==> config.mk <==
export PLATFORM = sky130hd
export DESIGN_NAME = rsp_framer_flat
export DESIGN_NICKNAME = d
export VERILOG_FILES = /design/src/rtl/rsp_framer_if.sv /design/src/rtl/rsp_framer.sv /design/src/flat_wrapper.sv
export SDC_FILE = /design/constraint.sdc
export NUM_CORES = 1
export LEC_CHECK = 0
export CAP_MARGIN = 10
export CELL_PAD_IN_SITES_DETAIL_PLACEMENT = 1
export CELL_PAD_IN_SITES_GLOBAL_PLACEMENT = 1
export CORE_MARGIN = 4
export CORE_UTILIZATION = 48
export DETAILED_ROUTE_END_ITERATION = 7
export GPL_TIMING_DRIVEN = 0
export PLACE_DENSITY = 0.88
export SLEW_MARGIN = 10
export SYNTH_ARGS = -nofsm -noshare
export SYNTH_HDL_FRONTEND = slang
export SYNTH_SLANG_ARGS = --single-unit
export TNS_END_PERCENT = 1
==> constraint.sdc <==
create_clock -name clk -period 3.85 [get_ports clk]
set_input_delay 0.385 -clock clk [delete_from_list [all_inputs] [get_ports clk]]
set_output_delay 0.385 -clock clk [all_outputs]
set_load 0.005 [all_outputs]
==> src/rtl/rsp_framer_if.sv <==
// ============================================================================
// rsp_framer_if : response stream in / framed byte stream out for rsp_framer
// Rev 1.0
// ============================================================================
`default_nettype none

interface rsp_framer_if;
   logic [31:0] param_data;
   logic        param_write;
   logic        cmd_done;
   logic [7:0]  out_data;
   logic        out_valid;
   logic        out_ready;
   logic        busy;
   logic        overflow;

   modport master (
      output param_data, param_write, cmd_done, out_ready,
      input  out_data, out_valid, busy, overflow
   );

   modport slave (
      input  param_data, param_write, cmd_done, out_ready,
      output out_data, out_valid, busy, overflow
   );
endinterface

`default_nettype wire

==> src/rtl/rsp_framer.sv <==
// ============================================================================
// rsp_framer : buffers parameter words and a response code, then emits one
//              framed response [n][rsp][params LE][xor] as a byte stream
// Rev 1.0
// ============================================================================
`default_nettype none

module rsp_framer #(
   parameter int MAX_PARAMS = 4,
   parameter int RSP_BITS   = 8
) (
   input  logic         clk,
   input  logic         rst_n,
   rsp_framer_if.slave  bus
);

   localparam logic [2:0] ST_COLLECT    = 3'd0;
   localparam logic [2:0] ST_SEND_LEN   = 3'd1;
   localparam logic [2:0] ST_SEND_RSP   = 3'd2;
   localparam logic [2:0] ST_SEND_PARAM = 3'd3;
   localparam logic [2:0] ST_SEND_SUM   = 3'd4;

   localparam logic [3:0] C_MAX_N = 4'(MAX_PARAMS);

   logic [2:0]  r_state, w_state_next;
   logic [3:0]  r_n, w_n_next;
   logic [31:0] r_buf [MAX_PARAMS];
   logic [7:0]  r_rsp, w_rsp_next;
   logic [7:0]  r_sum, w_sum_next;
   logic [7:0]  r_out_data, w_out_data_next;
   logic        r_out_valid, w_out_valid_next;
   logic        r_busy, w_busy_next;
   logic        r_overflow, w_overflow_next;
   logic [3:0]  r_word_idx, w_word_idx_next;
   logic [1:0]  r_byte_idx, w_byte_idx_next;

   logic        w_fire;
   logic        w_full;
   logic        w_store;
   logic        w_last_byte;
   logic [3:0]  w_n_after;
   logic [3:0]  w_rd_idx;
   logic [1:0]  w_rd_byte;
   logic [31:0] w_rd_word;
   logic [7:0]  w_rd_data;

   assign w_fire      = r_out_valid & bus.out_ready;
   assign w_full      = (r_n == C_MAX_N);
   assign w_store     = (r_state == ST_COLLECT) & bus.param_write & ~w_full;
   assign w_n_after   = w_store ? r_n + 4'd1 : r_n;
   assign w_last_byte = (r_byte_idx == 2'd3) && (r_word_idx == r_n - 4'd1);

   assign bus.out_data  = r_out_data;
   assign bus.out_valid = r_out_valid;
   assign bus.busy      = r_busy;
   assign bus.overflow  = r_overflow;

   // Parameter byte that follows the one currently on the bus
   always_comb begin
      w_rd_idx  = 4'd0;
      w_rd_byte = 2'd0;
      if (r_state == ST_SEND_PARAM) begin
         if (r_byte_idx == 2'd3) begin
            w_rd_idx = r_word_idx + 4'd1;
         end else begin
            w_rd_idx  = r_word_idx;
            w_rd_byte = r_byte_idx + 2'd1;
         end
      end
      w_rd_word = 32'd0;
      for (int i = 0; i < MAX_PARAMS; i++) begin
         if (w_rd_idx == 4'(i)) begin
            w_rd_word = r_buf[i];
         end
      end
      case (w_rd_byte)
         2'd0:    w_rd_data = w_rd_word[7:0];
         2'd1:    w_rd_data = w_rd_word[15:8];
         2'd2:    w_rd_data = w_rd_word[23:16];
         default: w_rd_data = w_rd_word[31:24];
      endcase
   end

   always_ff @(posedge clk) begin
      if (w_store) begin
         for (int i = 0; i < MAX_PARAMS; i++) begin
            if (r_n == 4'(i)) begin
               r_buf[i] <= bus.param_data;
            end
         end
      end
   end

   always_ff @(posedge clk or negedge rst_n) begin
      if (!rst_n) begin
         r_state <= ST_COLLECT;
      end else begin
         r_state <= w_state_next;
      end
   end

   always_comb begin
      w_state_next = r_state;
      case (r_state)
         ST_COLLECT:    if (bus.cmd_done) w_state_next = ST_SEND_LEN;
         ST_SEND_LEN:   if (w_fire) w_state_next = ST_SEND_RSP;
         ST_SEND_RSP:   if (w_fire) w_state_next = (r_n == 4'd0) ? ST_SEND_SUM : ST_SEND_PARAM;
         ST_SEND_PARAM: if (w_fire && w_last_byte) w_state_next = ST_SEND_SUM;
         ST_SEND_SUM:   if (w_fire) w_state_next = ST_COLLECT;
         default:       w_state_next = ST_COLLECT;
      endcase
   end

   // Next values for the registered outputs and datapath; r_sum holds the XOR
   // of bytes already accepted, so the checksum is r_sum ^ the byte in flight.
   always_comb begin
      w_n_next         = r_n;
      w_rsp_next       = r_rsp;
      w_sum_next       = r_sum;
      w_out_data_next  = r_out_data;
      w_out_valid_next = r_out_valid;
      w_busy_next      = r_busy;
      w_overflow_next  = r_overflow;
      w_word_idx_next  = r_word_idx;
      w_byte_idx_next  = r_byte_idx;
      case (r_state)
         ST_COLLECT: begin
            if (w_store) begin
               w_n_next    = r_n + 4'd1;
               w_busy_next = 1'b1;
            end
            if (bus.param_write && w_full) begin
               w_overflow_next = 1'b1;
            end
            if (bus.cmd_done) begin
               w_rsp_next       = 8'(bus.param_data[RSP_BITS-1:0]);
               w_busy_next      = 1'b1;
               w_out_valid_next = 1'b1;
               w_out_data_next  = {4'b0, w_n_after};
               w_sum_next       = 8'd0;
            end
         end
         ST_SEND_LEN: begin
            if (w_fire) begin
               w_sum_next      = r_sum ^ r_out_data;
               w_out_data_next = r_rsp;
            end
         end
         ST_SEND_RSP: begin
            if (w_fire) begin
               w_sum_next      = r_sum ^ r_out_data;
               w_word_idx_next = 4'd0;
               w_byte_idx_next = 2'd0;
               w_out_data_next = (r_n == 4'd0) ? (r_sum ^ r_out_data) : w_rd_data;
            end
         end
         ST_SEND_PARAM: begin
            if (w_fire) begin
               w_sum_next = r_sum ^ r_out_data;
               if (w_last_byte) begin
                  w_out_data_next = r_sum ^ r_out_data;
               end else begin
                  w_out_data_next = w_rd_data;
                  w_word_idx_next = w_rd_idx;
                  w_byte_idx_next = w_rd_byte;
               end
            end
         end
         ST_SEND_SUM: begin
            if (w_fire) begin
               w_out_valid_next = 1'b0;
               w_out_data_next  = 8'd0;
               w_busy_next      = 1'b0;
               w_n_next         = 4'd0;
            end
         end
         default: ;
      endcase
      if (r_state != ST_COLLECT && (bus.param_write || bus.cmd_done)) begin
         w_overflow_next = 1'b1;
      end
   end

   always_ff @(posedge clk or negedge rst_n) begin
      if (!rst_n) begin
         r_n         <= 4'd0;
         r_rsp       <= 8'd0;
         r_sum       <= 8'd0;
         r_out_data  <= 8'd0;
         r_out_valid <= 1'b0;
         r_busy      <= 1'b0;
         r_overflow  <= 1'b0;
         r_word_idx  <= 4'd0;
         r_byte_idx  <= 2'd0;
      end else begin
         r_n         <= w_n_next;
         r_rsp       <= w_rsp_next;
         r_sum       <= w_sum_next;
         r_out_data  <= w_out_data_next;
         r_out_valid <= w_out_valid_next;
         r_busy      <= w_busy_next;
         r_overflow  <= w_overflow_next;
         r_word_idx  <= w_word_idx_next;
         r_byte_idx  <= w_byte_idx_next;
      end
   end

endmodule

`default_nettype wire

==> src/flat_wrapper.sv <==
// flat-port wrapper written by rule: the top's interface ports become plain ports
module rsp_framer_flat 
#(
   parameter int MAX_PARAMS = 4,
   parameter int RSP_BITS   = 8
)
  (clk, rst_n, bus_param_data, bus_param_write, bus_cmd_done, bus_out_ready, bus_out_data, bus_out_valid, bus_busy, bus_overflow);
  rsp_framer_if bus_i ();
  input  logic clk;
  input  logic rst_n;
  input wire logic [$bits(bus_i.param_data)-1:0] bus_param_data;
  input wire logic [$bits(bus_i.param_write)-1:0] bus_param_write;
  input wire logic [$bits(bus_i.cmd_done)-1:0] bus_cmd_done;
  input wire logic [$bits(bus_i.out_ready)-1:0] bus_out_ready;
  output wire logic [$bits(bus_i.out_data)-1:0] bus_out_data;
  output wire logic [$bits(bus_i.out_valid)-1:0] bus_out_valid;
  output wire logic [$bits(bus_i.busy)-1:0] bus_busy;
  output wire logic [$bits(bus_i.overflow)-1:0] bus_overflow;
  assign bus_i.param_data = bus_param_data;
  assign bus_i.param_write = bus_param_write;
  assign bus_i.cmd_done = bus_cmd_done;
  assign bus_i.out_ready = bus_out_ready;
  assign bus_out_data = bus_i.out_data;
  assign bus_out_valid = bus_i.out_valid;
  assign bus_busy = bus_i.busy;
  assign bus_overflow = bus_i.overflow;
  rsp_framer #(.MAX_PARAMS(MAX_PARAMS), .RSP_BITS(RSP_BITS)) u_core (.clk(clk), .rst_n(rst_n), .bus(bus_i));
endmodule
* Word-level counts from Yosys, hierarchy flattened *
Memory sizes are Yosys's and may differ from the RTL's.
Index checks and enable logic that the tools add are counted.

cells by class
  add/sub/neg operators = 4
  equality and inequality tests = 24
  multiplexer cells = 67
  bitwise gates (word level) = 5
  reduce and logical (&&, ||, !) cells = 29

operators with widths
  operator             count
  $mux 32              7
  $reduce_or 32->1     3
  $mux 8               9
  $pmux 8 s5           1
  $mux 4               6
  $pmux 8 s3           1
  $mux 1               22
  $mux 3               6
  $eq 4x2->1 const B   4
  $mux 2               8
  $pmux 4 s2           2
  $pmux 8 s2           1
  $pmux 3 s5           1
  $ne 2x1->1 const B   5
  $reduce_bool 2->1    5
  $reduce_and 3->1     3
  $add 4x1->4 const B  2
  $eq 4x1->1 const B   2
  $logic_not 4->1      2
  $xor 8x8->8          1
  $eq 3x2->1 const B   2
  $ne 2x2->1 const B   3
  $reduce_and 2->1     3
  $reduce_and 6->1     1
  22 further kinds     29

storage, ports and cells
  bits in registers = 40
  RAM bits = 128
  input port bits = 37
  output and inout port bits = 11
  logic and storage cells = 140
  memories kept = 1

memories
  memory        depth  width  rd ports  clocked after Yosys merged registers in  write ports  RTL line          RTL
  u_core.r_buf  4      32     4         0                                        1            rsp_framer.sv:27  logic [31:0] r_buf [MAX_PARAMS];

* Longest topological paths before layout *
Gate-level depths: netlist of the first run.

  word-level depth = 12
  gate-level depth with buffers = 12
  gate-level depth less buffers = 9

* Worst setup path before layout of the first run *
OpenSTA, ideal clock, no wires.

  path type = reg2reg
  from = reg u_core.r_byte_idx[0]
  to = reg u_core.r_out_data[0], in the netlist u_core.bus.out_data[0]
  setup time = 0.126 ns
  data arrival time = 2.714 ns
  required time = 3.724 ns
  slack = 1.010 ns
  stages on the path, launching flop included = 11
  path buffers = 2
  clock period less this slack = 2.840 ns
  cell sequence = dfrtp_1 > ha_1 > buf_4 > xor2_2 > nand2_2 > or4_4 > buf_6 > nand4_1 > o211ai_1 > or4b_1 > a221o_1

on the way
  longest elaborated chain between the ends = 12
  elaborated cells on any way between the ends = 24
  classes of those cells = add/sub (1); eq/ne (6); mux (14); reduce/logical (3)

ends and longest elaborated chain
  what                              RTL line                              RTL
  from (decl)                       rsp_framer.sv:35                      logic [1:0] r_byte_idx, w_byte_idx_next;
  from (signal assigned)            rsp_framer.sv:204                     r_byte_idx <= w_byte_idx_next;
  $eq 2x2->1                        rsp_framer.sv:51, rsp_framer.sv:63
  $mux 4                            rsp_framer.sv:63                      if (r_byte_idx == 2'd3) begin
  $mux 4                            rsp_framer.sv:62                      if (r_state == ST_SEND_PARAM) begin
  $logic_not 4->1                   rsp_framer.sv:72                      if (w_rd_idx == 4'(i)) begin
  $mux 32 (4 in a row)              rsp_framer.sv:72
  $pmux 8 s3                        rsp_framer.sv:76                      case (w_rd_byte)
  $mux 8, on equally long branches  rsp_framer.sv:160, rsp_framer.sv:154
  $mux 8, on equally long branches  rsp_framer.sv:158, rsp_framer.sv:150
  $pmux 8 s5 *                      rsp_framer.sv:126                     case (r_state)
  to (signal assigned)              rsp_framer.sv:199                     r_out_data <= w_out_data_next;
  to (decl)                         rsp_framer.sv:30                      logic [7:0] r_out_data, w_out_data_next;

Mark *: on every way between the ends. The rest lies on a longest branch, timed or not. The select of a mux whose other input is x is not followed.
A chain may end at the register's enable or synchronous reset.

* Final worst setup path of the first run *
  from = reg u_core.r_byte_idx[0]
  to = reg u_core.r_out_data[6], in the netlist u_core.bus.out_data[6]

The elaborated chain is that of the path after synthesis.

==> out/results.ini, run 1 <==
[sta]
grt_setup_unrepaired = no
setup_violations = 0
max_slew_margin = 0.1804
fin_crit_sh = 0.9409
fmax_mhz = 276.0
whs_ns = 0.3135
finalClockSkew_ns = 0.01206
timing.final.crit_period_ns = 3.623
slew_violations = 0
finalHoldViolations = 0
tightest_slew_ns = 1.212
fin_ws_ns = 0.2274
setup_total_negative_slack_ns = 0

[die]
rows = 46
die_height_um = 135.6
coreArea_um2 = 15940
die_w_um = 135.6
die_area_um2 = 18390
start_util = 0.4903
io_pins = 48

[routing]
first_pass_iters = 6
dr_wl_met3_um = 1757
postRouteAntennaNets = 0
routedWlPerCell_um = 25.92
drt-met1-wl_um = 10200
wl_met2_um = 12900
wirelength_um = 25660
drc = 0
dr_total_vias = 6502
dr.max_layer_used = met4
vias_per_cell = 6.568
initialDrtViolationCount = 801

[critical_path]
arrival_ns = 3.94
path_class = reg -> reg
setup.worst_path.start_class = flip-flop
worst_r2r_startpoint = u_core.r_byte_idx[0]
cp-end-kind = flip-flop
rr_worst_depth = 10
r2r_slack_ns = 0.23
regToRegEndpoint = u_core.bus.out_data[6]
critPathMaxFanout = 10
cp_data_required_time_ns = 4.16

[global_route]
antenna_found_initial = 0
grt_max_degree = 35
grt_pass1_vias = 6965
grt_first_pass_wirelength_um = 39710
grt-ovfl-total = 0
track_usage = 0.2871

[logic_synthesis]
ys_seq_area_frac = 0.6198
ys_types = 64
synth_common_cells = 128 x edfxtp_1, 83 x nand2_1, 67 x a21oi_1
yosysTopAreaCellShare = 0.4918
syn_area_per_cell_um2 = 11.33
yosysTopAreaCell = edfxtp_1
synth_flop_cell = edfxtp_1
synth_area_leaders = edfxtp_1 49%, dfrtp_1 13%, a21oi_1 4.3%
synth-edff-count = 128
syn_area_um2 = 7816
syn-instance-count = 690
synth_fp_nets = 733
yosys_register_bits = 168
ys_warn_count = 0
synthArstFlopShare = 0.2381
yosysMostFrequentCell = edfxtp_1

[placement]
place.gp.congestion = 0.9077
place_ws_ns = 0.3929
hpwlAfterDp_um = 17130
port_buffers = 47

[clock_network]
clk_path_buf_depth = 2
cts_buffers = 17
htree_levels = 4
clock_sinks = 168
cts-root-buf = clkbuf_16
cts.reportedPaths.clkPinSlew_ns = 0.07
clk_latency_ns = 0.44
cts_tree = built

[finish]
area_growth_pct = 18.25
nNetsFinal = 804
drive_gt1_frac = 0.07364
n_antenna_cell = 0
fillerInstances = 1664

[pwr]
vdd_drop_max_mv = 0.3548
power_uw = 3780
p_per_area_nw_per_um2 = 409.0
p_leak_uw = 0.003265

[run]
maxCapViolCount = 0

[min_path]
hold_path_class = in -> async

[status]
status = finished clean

cell type report:
cell class | count | area [µm²] | area share
well taps | 216 | 270.3 | 0.02924
clock inverters | 15 | 163.9 | 0.01773
inverters | 11 | 41.29 | 0.004467
multi-input cells | 470 | 2773 | 0.3000
flip-flops and latches | 168 | 4845 | 0.5242
repair buffers | 52 | 555.5 | 0.06011
clock buffers | 17 | 425.4 | 0.04603
plain buffers | 41 | 168.9 | 0.01828
timing repair:
action,CTS,global route
endpoints found under the hold margin,6,0
gates resized for setup,0,0
hold buffers,1,0
setup buffers,0,0
registers in the layout, summed over array words and instances, names as in the netlist, 2 cells and up:
name	cells
u_core.r_buf	128
u_core.r_state	3
u_core.r_word_idx	4
u_core.r_n	4
u_core.bus.out_data	8
u_core.r_rsp	8
u_core.r_sum	8
u_core.r_byte_idx	2
cell usage in the layout, fill, tap and decap left out, types with 5 or more instances in the layout:
cell	netlist	final
a21oi_1	67	67
a221o_1	6	6
a221oi_1	9	9
a22o_1	9	9
a22oi_1	21	21
a31oi_1	12	12
and2_1	6	6
buf_1	5	5
clkbuf_1	31	31
clkbuf_16	0	17
clkdlybuf4s50_1	0	46
dfrtp_1	40	40
edfxtp_1	128	128
ha_1	6	6
inv_1	11	11
inv_6	0	5
nand2_1	83	83
nand3_1	11	11
nand3b_1	8	8
nand4_1	7	7
nor2_1	52	52
nor2b_1	5	5
nor3_1	19	19
o211ai_1	8	8
o21ai_0	50	50
xnor2_1	7	7
xor2_1	5	5
metrics by stage:
stage | cells | instance area (µm²) | utilization
after floorplan | 690 | 7816 | -
after global placement | 953 | 8557 | 0.5367
after detailed placement | 957 | 8643 | 0.5421
after CTS | 990 | 9243 | 0.5797
after global routing | 990 | 9243 | 0.5797
final | 990 | 9243 | 0.5797
report_power, final:
part	switching, µW	total (µW)	internal, µW
sequential	2.48	1960	1960
clock	777	1740	968
combinational	40.0	77.1	37.1
kinds of logic (layout without fill, tap and decap cells):
group           after synthesis  after routing  synth area share
compound gates              228            228            0.1887
xor+xnor                     13             13           0.01553
fa+ha+maj                     6              6          0.009604
buf+inv                      52            136           0.02689
flops                       168            168            0.6198
mux                           7              7          0.009604
simple gates                216            216            0.1298
routing by layer:
| metal | GRT usage | vias up |
|---|---|---|
| met2 | 0.4912 | 340 |
| met1 | 0.3641 | 3313 |
| met4 | 0.1047 | 0 |
| met5 | 0 | - |
| li1 | - | 2778 |
| met3 | 0.05646 | 71 |
how the worst max path moves through the flow:
stage | cells past startpoint | startpoint | end
2_1_floorplan | 10 | u_core.r_byte_idx[0] | u_core.bus.out_data[0]
3_3_place_gp | 10 | u_core.r_byte_idx[0] | u_core.bus.out_data[0]
3_5_place_dp | 10 | u_core.r_byte_idx[0] | u_core.bus.out_data[0]
4_1_cts | 10 | u_core.r_byte_idx[0] | u_core.bus.out_data[7]
5_1_grt | 9 | u_core.r_n[0] | u_core.bus.out_data[4]
6_report | 10 | u_core.r_byte_idx[0] | u_core.bus.out_data[6]
critical path: stages (launching register included):
cell and delay, ns:
dfrtp_1 0.44, ha_1 0.22, buf_4 0.16, xor2_2 0.51, nand2_2 0.22, nor4_1 0.59
clkbuf_1 0.53, o211ai_1 0.22, a32oi_1 0.30, a31oi_1 0.15, nand2b_1 0.17
(Power assumes the default switching activity.)
==> inputs of run 2 (changes only) <==
- MAX_ROUTING_LAYER: not set -> met4
- RECOVER_POWER: not set -> 100
==> run 2 against run 1 <==
Core utilization is 0.43 points lower. The run now ends with max-capacitance violations, max-slew violations left. Setup slack worse by 0.044 ns. Flip-flop and latch count stayed put. Register-to-register slack worse by 0.04 ns. Power is 0.47% lower. Largest power group unchanged.
==> out/results.ini, run 2 (synthesis gave the netlist of run 1 again) <==
[routing]
postRouteAntennaNets = 0  ; unchanged
initialDrtViolationCount = 766  ; was 801
wirelength_um = 25130  ; was 25660 µm
dr_total_vias = 6499  ; was 6502
first_pass_iters = 5  ; was 6
routedWlPerCell_um = 25.36  ; was 25.92 µm
vias_per_cell = 6.558  ; was 6.568
drc = 0  ; unchanged

[global_route]
grt_first_pass_wirelength_um = 39310  ; was 39710 µm
track_usage = 0.2942  ; was 0.2871
antenna_found_initial = 0  ; unchanged
grt_pass1_vias = 6783  ; was 6965
grt_max_degree = 35  ; unchanged
grt-ovfl-total = 0  ; unchanged

[finish]
fin_util = 0.5754  ; was 0.5797
fillerInstances = 1682  ; was 1664
multi_input_comb_area_um2 = 2764  ; was 2773 µm²
mostFrequentLayoutCell = edfxtp_1  ; unchanged
largest_register = u_core.r_buf  ; unchanged
regArea_um2 = 4845  ; unchanged
nNetsFinal = 805  ; was 804
drive_gt1_frac = 0.06581  ; was 0.07364
largest_reg_flops = 128  ; unchanged
n_antenna_cell = 0  ; unchanged
final_cells = 991  ; was 990
area_growth_pct = 17.37  ; was 18.25%
layout_common_cells = 128 x edfxtp_1, 83 x nand2_1, 67 x a21oi_1  ; unchanged

[clock_network]
cts-root-buf = clkbuf_16  ; unchanged
cts_buffers = 17  ; unchanged
clock_sinks = 168  ; unchanged
clk_latency_ns = 0.43  ; was 0.44 ns
clk_path_buf_depth = 2  ; unchanged
cts.reportedPaths.clkPinSlew_ns = 0.07  ; about the same
cts_tree = built  ; unchanged
post_cts_buffers = 0  ; unchanged
htree_levels = 4  ; unchanged

[die]
die_height_um = 135.6  ; unchanged
die_w_um = 135.6  ; unchanged
rows = 46  ; unchanged
coreArea_um2 = 15940  ; unchanged
io_pins = 48  ; unchanged
die_area_um2 = 18390  ; unchanged
start_util = 0.4903  ; unchanged

[pwr]
p_per_area_nw_per_um2 = 410.2  ; was 409.0 nW/µm²
p_int_uw = 2999  ; was 2961 µW
power.share.clock = 0.461  ; was 0.462
vdd_drop_max_mv = 0.3308  ; was 0.3548 mV
seqPwrFrac = 0.521  ; was 0.518
switching_share = 0.2030  ; was 0.2167
power_switching_uw = 763.7  ; was 819.2 µW
p_leak_uw = 0.003273  ; was 0.003265 µW
p_comb_frac = 0.018  ; was 0.020

[sta]
fin_ws_ns = 0.1831  ; was 0.2274 ns
max_slew_margin = -0.3392  ; was 0.1804
setup_violations = 0  ; unchanged
fmax_mhz = 272.7  ; was 276.0 MHz
tightest_slew_ns = 2.009  ; was 1.212 ns
finalClockSkew_ns = 0.008815  ; was 0.01206 ns
whs_ns = 0.3999  ; was 0.3135 ns
timing.final.crit_period_ns = 3.667  ; was 3.623 ns
finalHoldViolations = 0  ; unchanged
setup_total_negative_slack_ns = 0  ; unchanged
grt_setup_unrepaired = no  ; unchanged
fin_crit_sh = 0.9525  ; was 0.9409
slew_violations = 35  ; was 0

[critical_path]
cp_top_family = simple AND/OR/NAND/NOR gates  ; unchanged
arrival_ns = 3.97  ; was 3.94 ns
critPathMaxFanout = 10  ; unchanged
setup.worst_path.start_class = flip-flop  ; unchanged
worstPathCellList = ha_1 -> buf_4 -> xor2_2 -> nand2_2 -> nor4_1 -> clkbuf_1 -> o211ai_1 -> a32oi_1 -> a31oi_1 -> nand2b_1  ; unchanged
cpPeakStageDelay_ns = 0.62  ; was 0.59 ns
cp-end-kind = flip-flop  ; unchanged
cpMaxStageDelayCell = nor4_1  ; unchanged
path_class = reg -> reg  ; unchanged
cp_data_required_time_ns = 4.16  ; about the same
path_buf_inv = 2  ; unchanged

[status]
status = finished, violations left  ; was finished clean
violations = max-capacitance violations, max-slew violations

[placement]
place_ws_ns = 0.3101  ; was 0.3929 ns
port_buffers = 47  ; unchanged
hpwlAfterDp_um = 17090  ; was 17130 µm
place.gp.congestion = 0.8969  ; was 0.9077
dp_cells = 958  ; was 957

[run]
maxCapViolCount = 1  ; was 0

[min_path]
hold_path_class = in -> async  ; unchanged

## run 2: layout make-up
class,count,share of cell area
clock inverters,13,0.01678
multi-input cells,470,0.3013
inverters,11,0.004501
well taps,216,0.02946
clock buffers,19,0.04719
plain buffers,41,0.01841
flip-flops and latches,168,0.5281
repair buffers,53,0.05428
## run 2: worst paths after layout
path / start / to / slack [ns] / cells after the start
setup / recovery: u_core.r_byte_idx[0] / u_core.bus.out_data[6] / 0.18 / 10
hold / removal: rst_n / u_core.r_byte_idx[1] / 0.40 / 2
setup reg to reg: u_core.r_byte_idx[0] / u_core.bus.out_data[6] / 0.18 / 10
hold reg to reg: u_core.bus.overflow / u_core.bus.overflow / 0.47 / 1
max in group asynchronous: rst_n / u_core.r_rsp[6] / 1.22 / 3
min in group clk: u_core.bus.overflow / u_core.bus.overflow / 0.47 / 1
## run 2: what timing repair did
action                     4_1_cts  5_1_grt
setup endpoints to repair        0        0
hold buffers                     1        0
hold endpoints to repair         6        0
resized for setup                0        0
## run 2: per-layer routing
layer,track usage,wire length (µm),up-vias
li1,-,-,2775
met1,0.3629,9650,3309
met2,0.4878,12900,347
met3,0.04532,1774,68
met4,0.1209,807,0
met5,-,0,-
## run 2: power groups by stage
stage	clock network, µW	registers, µW	logic [µW]
2_1_floorplan	0	2000	4.64
3_3_place_gp	0	2000	70.4
3_5_place_dp	0	2000	75.6
4_1_cts	1740	1960	77.1
5_1_grt	1830	1960	73.3
6_report	1740	1960	68.2
## run 2: through the flow
| step | total power (µW) | area, µm² |
|---|---|---|
| floorplan | 2001 | 7816 |
| global placement | 2067 | 8557 |
| detailed placement | 2073 | 8671 |
| CTS | 3775 | 9268 |
| global route | 3864 | 9174 |
| finish | 3763 | 9174 |
==> inputs of run 3 (changes only) <==
- RECOVER_POWER: 100 -> 25
==> run 3 against run 2 <==
The flow now finishes without violations. First-iteration DRC count is 6.0% higher. Non-clock buffer count did not move. Routed wire length up 0.50%. Worst hold slack better by 0.036 ns. Cell count stayed put. Sequential share of layout area down 0.53 points. Largest cell class unchanged.
==> out/results.ini, run 3 (synthesis gave the netlist of run 1 again) <==
[sta]
grt_setup_unrepaired = no  ; unchanged
tightest_slew_ns = 1.148  ; was 2.009 ns
timing.final.crit_period_ns = 3.665  ; was 3.667 ns
fin_crit_sh = 0.9520  ; was 0.9525
fmax_mhz = 272.8  ; was 272.7 MHz
setup_total_negative_slack_ns = 0  ; unchanged
slew_violations = 0  ; was 35
setup_violations = 0  ; unchanged
finalClockSkew_ns = 0.007745  ; was 0.008815 ns
finalHoldViolations = 0  ; unchanged
max_slew_margin = 0.2242  ; was -0.3392

[finish]
layout_common_cells = 128 x edfxtp_1, 83 x nand2_1, 67 x a21oi_1  ; unchanged
area_growth_pct = 18.55  ; was 17.37%
mostFrequentLayoutCell = edfxtp_1  ; unchanged
largest_reg_flops = 128  ; unchanged
nNetsFinal = 805  ; unchanged
drive_gt1_frac = 0.07097  ; was 0.06581
final_cells = 991  ; unchanged
n_antenna_cell = 0  ; unchanged
largest_register = u_core.r_buf  ; unchanged

[routing]
routedWlPerCell_um = 25.49  ; was 25.36 µm
dr_total_vias = 6472  ; was 6499
initialDrtViolationCount = 812  ; was 766
wirelength_um = 25260  ; was 25130 µm
drc = 0  ; unchanged
postRouteAntennaNets = 0  ; unchanged
first_pass_iters = 5  ; unchanged
vias_per_cell = 6.531  ; was 6.558

[critical_path]
cp_data_required_time_ns = 4.16  ; about the same
critPathMaxFanout = 10  ; unchanged
setup.worst_path.start_class = flip-flop  ; unchanged
path_class = reg -> reg  ; unchanged
cp-end-kind = flip-flop  ; unchanged
arrival_ns = 3.97  ; about the same

[global_route]
grtUsageMet1 = 0.3629  ; unchanged
busiest_layer = met2  ; unchanged
grt_first_pass_wirelength_um = 39310  ; unchanged
grt_max_degree = 35  ; unchanged
track_usage = 0.2942  ; unchanged
grt_pass1_vias = 6783  ; unchanged
antenna_found_initial = 0  ; unchanged
grt_use_met3 = 0.04532  ; unchanged
grt_util_met2 = 0.4878  ; unchanged
grt-ovfl-total = 0  ; unchanged

[pwr]
power.share.clock = 0.460  ; was 0.461
p_leak_uw = 0.003264  ; was 0.003273 µW
p_comb_frac = 0.019  ; was 0.018
power_switching_uw = 757.9  ; was 763.7 µW
seqPwrFrac = 0.521  ; about the same
vdd_drop_max_mv = 0.3296  ; was 0.3308 mV
switching_share = 0.2015  ; was 0.2030
p_per_area_nw_per_um2 = 405.9  ; was 410.2 nW/µm²
p_int_uw = 3003  ; was 2999 µW

[placement]
dp_cells = 958  ; unchanged
place.gp.congestion = 0.8969  ; unchanged
port_buffers = 47  ; unchanged
hpwlAfterDp_um = 17090  ; unchanged

[min_path]
hold_path_class = in -> async  ; unchanged

[die]
io_pins = 48  ; unchanged
rows = 46  ; unchanged
die_height_um = 135.6  ; unchanged
coreArea_um2 = 15940  ; unchanged
die_w_um = 135.6  ; unchanged
die_area_um2 = 18390  ; unchanged
start_util = 0.4903  ; unchanged

[clock_network]
cts_tree = built  ; unchanged
cts-root-buf = clkbuf_16  ; unchanged
cts.repair.resized = 0  ; unchanged
cts.reportedPaths.clkPinSlew_ns = 0.06  ; was 0.07 ns
clk_path_buf_depth = 2  ; unchanged
clk_latency_ns = 0.43  ; about the same
clock_sinks = 168  ; unchanged
cts_buffers = 17  ; unchanged
htree_levels = 4  ; unchanged

[status]
status = finished clean  ; was finished, violations left

[run]
maxCapViolCount = 0  ; was 1

run 3: changes by cell type in the layout (fill, tap and decap cells not counted), moves of 2 or more:
cell and change:
clkbuf_1 -2, clkdlybuf4s50_1 +23, clkbuf_2 -4, dlygate4sd3_1 -23, and3_1 -2, buf_12 +4
and3_2 +2
run 3: final cells by class:
class | count | area (µm²)
buffer | 41 | 168.9
clock buffer | 19 | 432.9
clock inverter | 13 | 153.9
fill | 1673 | 6676
inverter | 11 | 41.29
multi-input combinational | 470 | 2773
sequential | 168 | 4845
tap | 216 | 270.3
timing repair buffer | 53 | 581.8
run 3: stage by stage:
step                setup slack [ns]    util  power, µW  hold WS [ns]  area (µm²)
floorplan                      1.010       -       2001       0.08941        7816
global placement              0.4459  0.5367       2067        0.4592        8557
detailed placement            0.3101  0.5439       2073        0.2480        8671
CTS                           0.2249  0.5813       3775        0.3239        9268
global route                 0.07064  0.5812       3869        0.4699        9266
finish                        0.1848  0.5812       3761        0.4360        9266
run 3: repair_timing:
item,in CTS,in global routing
endpoints found under the hold margin,6,0
hold buffers,1,0
buffers inserted,0,0
run 3: layer usage:
layer,vias up,share of wire
li1,2776,-
met1,3290,0.39
met2,335,0.51
met3,71,0.069
met4,0,0.034
met5,-,0
run 3: path summary, 6_finish.rpt:
path,from,end,slack [ns],cells after the start
worst max-delay path,u_core.r_byte_idx[0],u_core.bus.out_data[6],0.18,10
worst min-delay path,rst_n,u_core.r_byte_idx[1],0.44,2
worst max register to register,u_core.r_byte_idx[0],u_core.bus.out_data[6],0.18,10
worst min register to register,u_core.bus.overflow,u_core.bus.overflow,0.49,1
max in group asynchronous,rst_n,u_core.r_rsp[6],2.84,3
min in group clk,u_core.bus.overflow,u_core.bus.overflow,0.49,1
run 3: critical path: stages (launching register included):
cell      delay [ns]
dfrtp_1         0.45
ha_1            0.23
buf_4           0.16
xor2_2          0.50
nand2_2         0.19
nor4_1          0.61
clkbuf_1        0.57
o211ai_1        0.20
a32oi_1         0.29
a31oi_1         0.16
nand2b_1        0.18
run 3: power groups by stage:
stage	combinational, µW	clock, µW	sequential (µW)
final	72.9	1730	1960
after global routing	78.0	1830	1960
after global placement	70.4	0	2000
after floorplan	4.64	0	2000
after detailed placement	75.6	0	2000
after CTS	77.1	1740	1960
